### config.mk
export PLATFORM = sky130hd
export DESIGN_NAME = fp32_fma_issue_unit
export DESIGN_NICKNAME = d
export VERILOG_FILES = /design/src/rtl/fp32_fma_issue_unit_pkg.sv /design/src/rtl/fp32_fma_result_queue.sv /design/src/rtl/fp32_fma_issue_unit.sv
export SDC_FILE = /design/constraint.sdc
export NUM_CORES = 1
export LEC_CHECK = 0
export CAP_MARGIN = 5
export CELL_PAD_IN_SITES_DETAIL_PLACEMENT = 1
export CELL_PAD_IN_SITES_GLOBAL_PLACEMENT = 1
export CORE_MARGIN = 2
export CORE_UTILIZATION = 40
export DETAILED_ROUTE_END_ITERATION = 6
export GPL_TIMING_DRIVEN = 0
export PLACE_DENSITY = 0.85
export REMOVE_ABC_BUFFERS = 1
export SLEW_MARGIN = 20
export SYNTH_ARGS = -nofsm -noshare
export SYNTH_HDL_FRONTEND = slang
export SYNTH_SLANG_ARGS = --single-unit
### constraint.sdc
create_clock -name clk -period 6 [get_ports clk]
set_input_delay 1.2 -clock clk [delete_from_list [all_inputs] [get_ports clk]]
set_output_delay 1.2 -clock clk [all_outputs]
set_load 0.03 [all_outputs]
### src/rtl/fp32_fma_issue_unit_pkg.sv
// Shared FP types for the FMA issue front-end: op encoding, FP32 constants
// and the mapped operand triple fed into the a*b+c datapath.
package fp32_fma_issue_unit_pkg;

  typedef enum logic [2:0] {
    OP_FMADD  = 3'd0,
    OP_FMSUB  = 3'd1,
    OP_FNMSUB = 3'd2,
    OP_FNMADD = 3'd3,
    OP_FMUL   = 3'd4,
    OP_FADD   = 3'd5,
    OP_FSUB   = 3'd6,
    OP_RSVD   = 3'd7
  } fma_op_e;

  localparam logic [31:0] FP32_ONE      = 32'h3F80_0000;
  localparam logic [31:0] FP32_NEG_ZERO = 32'h8000_0000;
  localparam int          FP32_SIGN_BIT = 31;

  typedef struct packed {
    logic [31:0] mullhs;
    logic [31:0] mulrhs;
    logic [31:0] addend;
  } fma_operands_t;

  function automatic logic [31:0] flip_sign(input logic [31:0] x);
    logic [31:0] y;
    y = x;
    y[FP32_SIGN_BIT] = ~x[FP32_SIGN_BIT];
    return y;
  endfunction

endpackage

### src/rtl/fp32_fma_result_queue.sv
// Result FIFO behind the non-stallable FMA pipe. Overflow is prevented upstream
// by credits, so push is never refused here; outputs read as zero when empty.
module fp32_fma_result_queue
  import fp32_fma_issue_unit_pkg::*;
#(
  parameter int BUF_DEPTH = 4,
  parameter int TAG_W     = 6
) (
  input  logic             clk,
  input  logic             rst,
  input  logic             push,
  input  logic [31:0]      push_result,
  input  logic [TAG_W-1:0] push_tag,
  input  logic             pop,
  input  logic             flush,
  output logic             out_valid,
  output logic [31:0]      out_result,
  output logic [TAG_W-1:0] out_tag
);

  localparam int PTR_W = $clog2(BUF_DEPTH);
  localparam int CNT_W = $clog2(BUF_DEPTH + 1);

  logic [31:0]      result_mem [BUF_DEPTH];
  logic [TAG_W-1:0] tag_mem    [BUF_DEPTH];
  logic [PTR_W-1:0] wr_ptr;
  logic [PTR_W-1:0] rd_ptr;
  logic [CNT_W-1:0] count;
  logic             pop_ok;

  assign out_valid  = (count != '0);
  assign pop_ok     = pop && out_valid;
  assign out_result = out_valid ? result_mem[rd_ptr] : '0;
  assign out_tag    = out_valid ? tag_mem[rd_ptr] : '0;

  always_ff @(posedge clk or posedge rst) begin
    if (rst) begin
      wr_ptr <= '0;
      rd_ptr <= '0;
      count  <= '0;
    end else if (flush) begin
      wr_ptr <= '0;
      rd_ptr <= '0;
      count  <= '0;
    end else begin
      if (push)   wr_ptr <= wr_ptr + 1'b1;
      if (pop_ok) rd_ptr <= rd_ptr + 1'b1;
      if (push && !pop_ok)      count <= count + 1'b1;
      else if (!push && pop_ok) count <= count - 1'b1;
    end
  end

  // Storage needs no reset: entries are only visible while count covers them.
  always_ff @(posedge clk) begin
    if (push && !flush) begin
      result_mem[wr_ptr] <= push_result;
      tag_mem[wr_ptr]    <= push_tag;
    end
  end

endmodule

### src/rtl/fp32_fma_issue_unit.sv
// Issue/retire front-end for the fixed-latency FP32 FMA: maps RISC-V style ops
// onto a*b+c, tracks tags alongside the FMA pipe and buffers results.
module fp32_fma_issue_unit
  import fp32_fma_issue_unit_pkg::*;
#(
  parameter int FMA_LATENCY = 4,
  parameter int BUF_DEPTH   = 4,
  parameter int TAG_W       = 6
) (
  input  logic             clk,
  input  logic             rst,
  input  logic             in_valid,
  output logic             in_ready,
  input  logic [2:0]       in_op,
  input  logic [31:0]      in_rs1,
  input  logic [31:0]      in_rs2,
  input  logic [31:0]      in_rs3,
  input  logic [TAG_W-1:0] in_tag,
  input  logic             flush,
  output logic [31:0]      fma_mullhs,
  output logic [31:0]      fma_mulrhs,
  output logic [31:0]      fma_addend,
  input  logic [31:0]      fma_result,
  output logic             out_valid,
  input  logic             out_ready,
  output logic [31:0]      out_result,
  output logic [TAG_W-1:0] out_tag
);

  localparam int USED_W = $clog2(BUF_DEPTH + 1);

  typedef struct packed {
    logic             valid;
    logic [TAG_W-1:0] tag;
  } issue_stage_t;

  issue_stage_t  stage_q [FMA_LATENCY+1];
  logic [USED_W-1:0] used;
  fma_operands_t mapped;
  fma_operands_t operands_q;
  logic          accept;
  logic          pop;

  function automatic fma_operands_t map_op(input fma_op_e op, input logic [31:0] a,
                                           input logic [31:0] b, input logic [31:0] c);
    fma_operands_t m;
    m = '{mullhs: a, mulrhs: b, addend: c};
    case (op)
      OP_FMSUB:  m.addend = flip_sign(c);
      OP_FNMSUB: m.mullhs = flip_sign(a);
      OP_FNMADD: begin
        m.mullhs = flip_sign(a);
        m.addend = flip_sign(c);
      end
      OP_FMUL:   m.addend = FP32_NEG_ZERO;
      OP_FADD:   m = '{mullhs: a, mulrhs: FP32_ONE, addend: b};
      OP_FSUB:   m = '{mullhs: a, mulrhs: FP32_ONE, addend: flip_sign(b)};
      default:   m = '{mullhs: a, mulrhs: b, addend: c};
    endcase
    return m;
  endfunction

  // Both ports are valid/ready: a transfer happens on any edge where valid and
  // ready are both high; a producer holds its payload stable until that edge.
  // Credits count ops from acceptance to pop so the queue can never overflow.
  assign in_ready = !rst && !flush && (used < USED_W'(BUF_DEPTH));
  assign accept   = in_valid && in_ready;
  assign pop      = out_valid && out_ready && !flush;
  assign mapped   = map_op(fma_op_e'(in_op), in_rs1, in_rs2, in_rs3);

  assign fma_mullhs = operands_q.mullhs;
  assign fma_mulrhs = operands_q.mulrhs;
  assign fma_addend = operands_q.addend;

  always_ff @(posedge clk or posedge rst) begin
    if (rst) begin
      used <= '0;
    end else if (flush) begin
      used <= '0;
    end else if (accept && !pop) begin
      used <= used + 1'b1;
    end else if (!accept && pop) begin
      used <= used - 1'b1;
    end
  end

  always_ff @(posedge clk or posedge rst) begin
    if (rst) begin
      operands_q <= '0;
    end else if (accept) begin
      operands_q <= mapped;
    end
  end

  // Stage k is valid in the cycle the FMA holds that op's partial result k;
  // the last stage lines up with fma_result.
  always_ff @(posedge clk or posedge rst) begin
    if (rst) begin
      for (int i = 0; i <= FMA_LATENCY; i++) stage_q[i] <= '0;
    end else begin
      stage_q[0] <= '{valid: accept, tag: in_tag};
      for (int i = 1; i <= FMA_LATENCY; i++) stage_q[i] <= stage_q[i-1];
      if (flush) begin
        for (int i = 0; i <= FMA_LATENCY; i++) stage_q[i].valid <= 1'b0;
      end
    end
  end

  fp32_fma_result_queue #(
    .BUF_DEPTH (BUF_DEPTH),
    .TAG_W     (TAG_W)
  ) u_result_queue (
    .clk         (clk),
    .rst         (rst),
    .push        (stage_q[FMA_LATENCY].valid),
    .push_result (fma_result),
    .push_tag    (stage_q[FMA_LATENCY].tag),
    .pop         (pop),
    .flush       (flush),
    .out_valid   (out_valid),
    .out_result  (out_result),
    .out_tag     (out_tag)
  );

endmodule
Word level (Yosys, flattened, before mapping)

Memories as Yosys holds them, arrays and structs flattened.
Cells that the tools add are included.

Bits in registers: 141
RAM bits: 152
Input port bits: 142
Output and inout port bits: 136
Word-level logic and storage cells: 82
Memories kept: 2

Memory list:

| name                      | depth | width | rd ports | clocked after memory_dff | write ports | RTL line                    | RTL |
|---|---|---|---|---|---|---|---|
| u_result_queue.result_mem | 4     | 32    | 1        | 0                        | 1           | fp32_fma_result_queue.sv:24 | `logic [31:0] result_mem [BUF_DEPTH];` |
| u_result_queue.tag_mem    | 4     | 6     | 1        | 0                        | 1           | fp32_fma_result_queue.sv:25 | `logic [TAG_W-1:0] tag_mem [BUF_DEPTH];` |

Add/subtract/negate cells: 6
$lt $le $gt $ge: 1
Equality and inequality tests: 6
Muxes and demuxes: 22
Bitwise logic cells: 3
Reductions and logical operators: 25

Operator list:

| kind                | number |
|---|---|
| $pmux 32 s4         | 1 |
| $mux 32             | 3 |
| $mux 3              | 6 |
| $logic_and 1x1->1   | 11 |
| $eq 3x3->1 const B  | 3 |
| $reduce_bool 3->1   | 3 |
| $mux 2              | 4 |
| $mux 1              | 7 |
| $add 3x1->3 const B | 2 |
| $eq 3x2->1 const B  | 2 |
| $logic_not 1->1     | 6 |
| $mux 6              | 1 |
| $reduce_or 2->1     | 3 |
| $sub 3x1->3 const B | 2 |
| $add 2x1->2 const B | 2 |
| $reduce_bool 2->1   | 2 |
| $eq 3x1->1 const B  | 1 |
| $lt 3x3->1 const B  | 1 |
| $not 1->1           | 3 |

Logic depth before layout (Yosys ltp)

Gate-level depths: netlist of run 1.

Depth in word-level cells: 9
Depth in mapped cells: 10
Depth with buffers taken out: 7

By module

Synthesis of run 1 repeated with hierarchy kept, for this count alone.

Cells, all modules: 786
Area, all modules: 11382.2 um^2

By module, submodules not included:

| module                | times used | cells an instance | area each (um^2) | sequential area each (um^2) |
|---|---|---|---|---|
| fp32_fma_result_queue | 1          | 293               | 6282.3           | 4739.5 |
| fp32_fma_issue_unit   | 1          | 493               | 5099.9           | 3353.2 |

Worst setup path before layout of run 1

Ideal clock, no wire load.

Kind: input -> output
From: input flush
To: output in_ready
Arrival time: 2017 ps
Required time: 4800 ps
Slack: 2783 ps
Stages on the path: 2
Path buffers: 1
Cells stage by stage: buf_6 nor3_1

Longest elaborated chain between the ends: 3

RTL lines:

| what                            | RTL line                  | RTL |
|---|---|---|
| from (decl)                     | fp32_fma_issue_unit.sv:19 | `input logic flush,` |
| $logic_not 1->1                 | fp32_fma_issue_unit.sv:66 | `assign in_ready = !rst && !flush && (used < USED_W'(BUF_DEPTH));` |
| $logic_and 1x1->1 (2 in series) | fp32_fma_issue_unit.sv:66 |  |
| to (decl)                       | fp32_fma_issue_unit.sv:13 | `output logic in_ready,` |

Every way passes these cells.

Final worst setup path of run 1

Ends and elaborated chain as after synthesis.

==> reports/qor.txt, run 1 <==
Max Slew Vio Count: 0
Top post-synthesis cells by area: edfxtp_1 (41%), dfrtp_1 (31%), mux4_2 (7.6%)
Final Wtd Congestion: 0.764
M1 WL: 10800 um
Max IR drop VDD: 0.308 mV
Drt wl/cell: 21.5 um
Syn Inst Count: 775
Final Hold Fails: 0
DP Worst Slack: 1.78 ns
Placeable Area: 27700 um2
Number of max-cap violations: 0
TritonCTS buffer count: 31
Critical Path RT: 4.80 ns
Nets@finish: 1198
Crit share post-route: 70.3%
Slowest stage cell on the critical path: clkdlybuf4s50_1
# setup viols final: 0
Resized cells post-CTS: 0
IO Count: 278
Yosys top cell by area: edfxtp_1
Max Fclk: 237 MHz
Top layer reached by signal wires: met4
Total GRT Usage: 21.8%
Die Footprint: 29400 um2
WL final: 31300 um
Syn_area_per_cell: 14.5 um2
Crit path launch type: input pin
Worst-path clk slew: 0.06 ns
Sequence of cells on the critical path: clkdlybuf4s50_1, nor3_1, clkdlybuf4s50_1
Die width: 171 um
Pwr dens: 467 nW/um2
Clock sink count: 293
Synth-to-Final Area Change: 39.0%
Final setup margin: 1.78 ns
Critical path capture point type: output port
Largest stage delay, worst path: 0.77 ns
Yosys top cell area share: 40.7%
DIE HEIGHT: 171 um
Row cnt: 61
CTS tree: built
Post-synth ARST share: 48.1%
EDFF count, synth: 152
Post-route DRC: 0
Seq/Total Area, Yosys: 72.2%
Synth cell count leaders: nand2_1 (160), edfxtp_1 (152), dfrtp_1 (141)
Vias per std cell: 4.99
Fillers: 2701
Ys Warns: 0
Fraction of layout cells with a size suffix above 1: 10.9%
Wire length on met2: 16200 um
First-pass GRT wire length: 48300 um
Setup TNS: 0 ns
Multi-input gate area in the final layout: 2860 um2
Port bufs: 277
Post-CTS Hold Buffers: 0
Latest clock arrival within the worst-skew pair: 0.55 ns
Detailed router's first-iteration violation count: 326
Initial antenna violation count: 3
Worst slew margin: 45.9%
CTS Buffer Depth: 3
Pin count of the biggest net entering global routing: 100
Final min period: 4.22 ns
Routed Antenna Nets: 0
Clock root cell: clkbuf_16
Synth Cell Area: 11200 um2
Slew @ Worst Pin: 0.809 ns
WL met3: 3590 um
H-tree Lvls: 1
Vias in the first global route: 8359
Utilization after layout: 56.2%
Clk_skew: 0.0105 ns
Status: finished clean
Starting Density: 40.4%
Most frequent cell after synthesis: nand2_1
Most used cell, CP: clkdlybuf4s50_1
Worst path arrival time: 3.02 ns
Flip-flop and latch area: 8100 um2
Crit Path Category: in2out
RSZ-0062 raised after global routing: false
Drt first pass iters: 5
Routed via count: 7260
Worst-path fanout max: 18
Post-synthesis sequential element count: 293
Hold WC Path Type: reg2reg
Detailed placer's ending HPWL: 21500 um
Post-synth cell types: 32
Leak: 5.85 nW
Grt ovf: 0
FF-to-FF setup slack: 3.76 ns
Main synth FF type: edfxtp_1
# Post-CTS Setup Buffers: 0
stage by stage:
stage                     cells  hold WS, ns  area, um2  power (mW)
after CTS                  1453        0.346      15600        7.36
after global placement     1383        0.332      14200        5.21
after global routing       1455        0.355      15600        7.61
after floorplan             728        0.331      11000        4.05
final                      1456        0.342      15600        7.27
after detailed placement   1395        0.336      14500        5.30
area by class of cell:
cell class / count / area share, %
clock inverters: 21 / 1.58
repair buffers: 289 / 19.3
diodes: 3 / 0.0482
well taps: 378 / 3.04
multi-input cells: 426 / 18.4
inverters: 9 / 0.297
flip-flops and latches: 293 / 52.0
clock buffers: 37 / 5.39
placed cells by master, fill, tap and decap left out, types with 3 or more instances in the layout:
cell type / instances
edfxtp_1: 152
diode_2: 3
ha_1: 4
buf_16: 4
a221oi_1: 31
and2_2: 5
mux2i_1: 3
mux4_2: 38
o21ai_0: 34
buf_4: 3
bufinv_16: 5
nor2b_1: 44
nor2_1: 74
nand2b_1: 4
dfrtp_1: 139
inv_1: 7
xnor2_1: 6
clkinv_2: 8
xor2_1: 3
clkbuf_16: 32
clkinvlp_4: 3
clkdlybuf4s50_1: 277
buf_12: 5
clkbuf_1: 3
nand2_1: 159
sequential cells by signal, indices dropped and copies added, names as in the netlist:
name	flops
u_result_queue.tag_mem	24
stage_q	35
u_result_queue.wr_ptr	2
u_result_queue.count	3
u_result_queue.result_mem	128
fma_addend	32
used	3
u_result_queue.rd_ptr	2
fma_mullhs	32
fma_mulrhs	32
logic make-up (layout without fill, tap and decap cells):
logic type	count (synthesis)	in the layout	synth area share, %
AND/OR/NAND/NOR	295	295	11.3
flip-flops	293	293	72.2
AO/OA/AOI/OAI	75	75	4.68
buffers and inverters	56	356	2.39
multiplexers	41	41	7.91
XOR/XNOR	9	9	0.704
adder cells (fa/ha/maj)	6	6	0.804
other	0	3	0
report_power, final:
part	total (mW)	leakage (nW)	switching, mW	internal, mW
Clock	2.01	0.531	0.796	1.21
Sequential	2.60	3.07	0.210	2.39
Combinational	2.66	2.25	1.54	1.12
layer usage:
metal	vias up	GRT usage [%]
li1	3285	-
met1	3656	23.0
met2	267	39.2
met3	52	10.1
met4	0	5.45
met5	-	0
final timing paths:
check,end,depth (start not counted),start
min in group asynchronous,used[2],2,rst
max,in_ready,3,flush
min reg2reg,stage_q[7],0,stage_q[14]
max reg2reg,fma_addend[31],5,used[2]
max in group asynchronous,fma_mulrhs[24],3,rst
min,stage_q[7],0,stage_q[14]
worst max-delay path, delay by kind of cell:
family	cells	cell delay (ns)
buffers and inverters	2	1.48
and+or+nand+nor	1	0.32
(Power assumes the default switching activity.)
==> run 2, diff against run 1 <==
==> constraint.sdc (replaced) <==
create_clock -name clk -period 4.35 [get_ports clk]
set_input_delay 0.87 -clock clk [delete_from_list [all_inputs] [get_ports clk]]
set_output_delay 0.87 -clock clk [all_outputs]
set_load 0.03 [all_outputs]
==> results of run 2 <==
Same layout as run 1 (identical final DEF). Status: finished clean.
Among the figures that moved: setup slack after placement 1.78 ns -> 0.604 ns; setup slack after layout 1.78 ns -> 0.647 ns; start point of the critical path flush -> u_result_queue.rd_ptr[0]; end point of the critical path in_ready -> out_result[7]; register-to-register setup slack 3.76 ns -> 2.11 ns; total power 7.27 mW -> 10.0 mW; worst IR drop on VDD 0.308 mV -> 0.425 mV
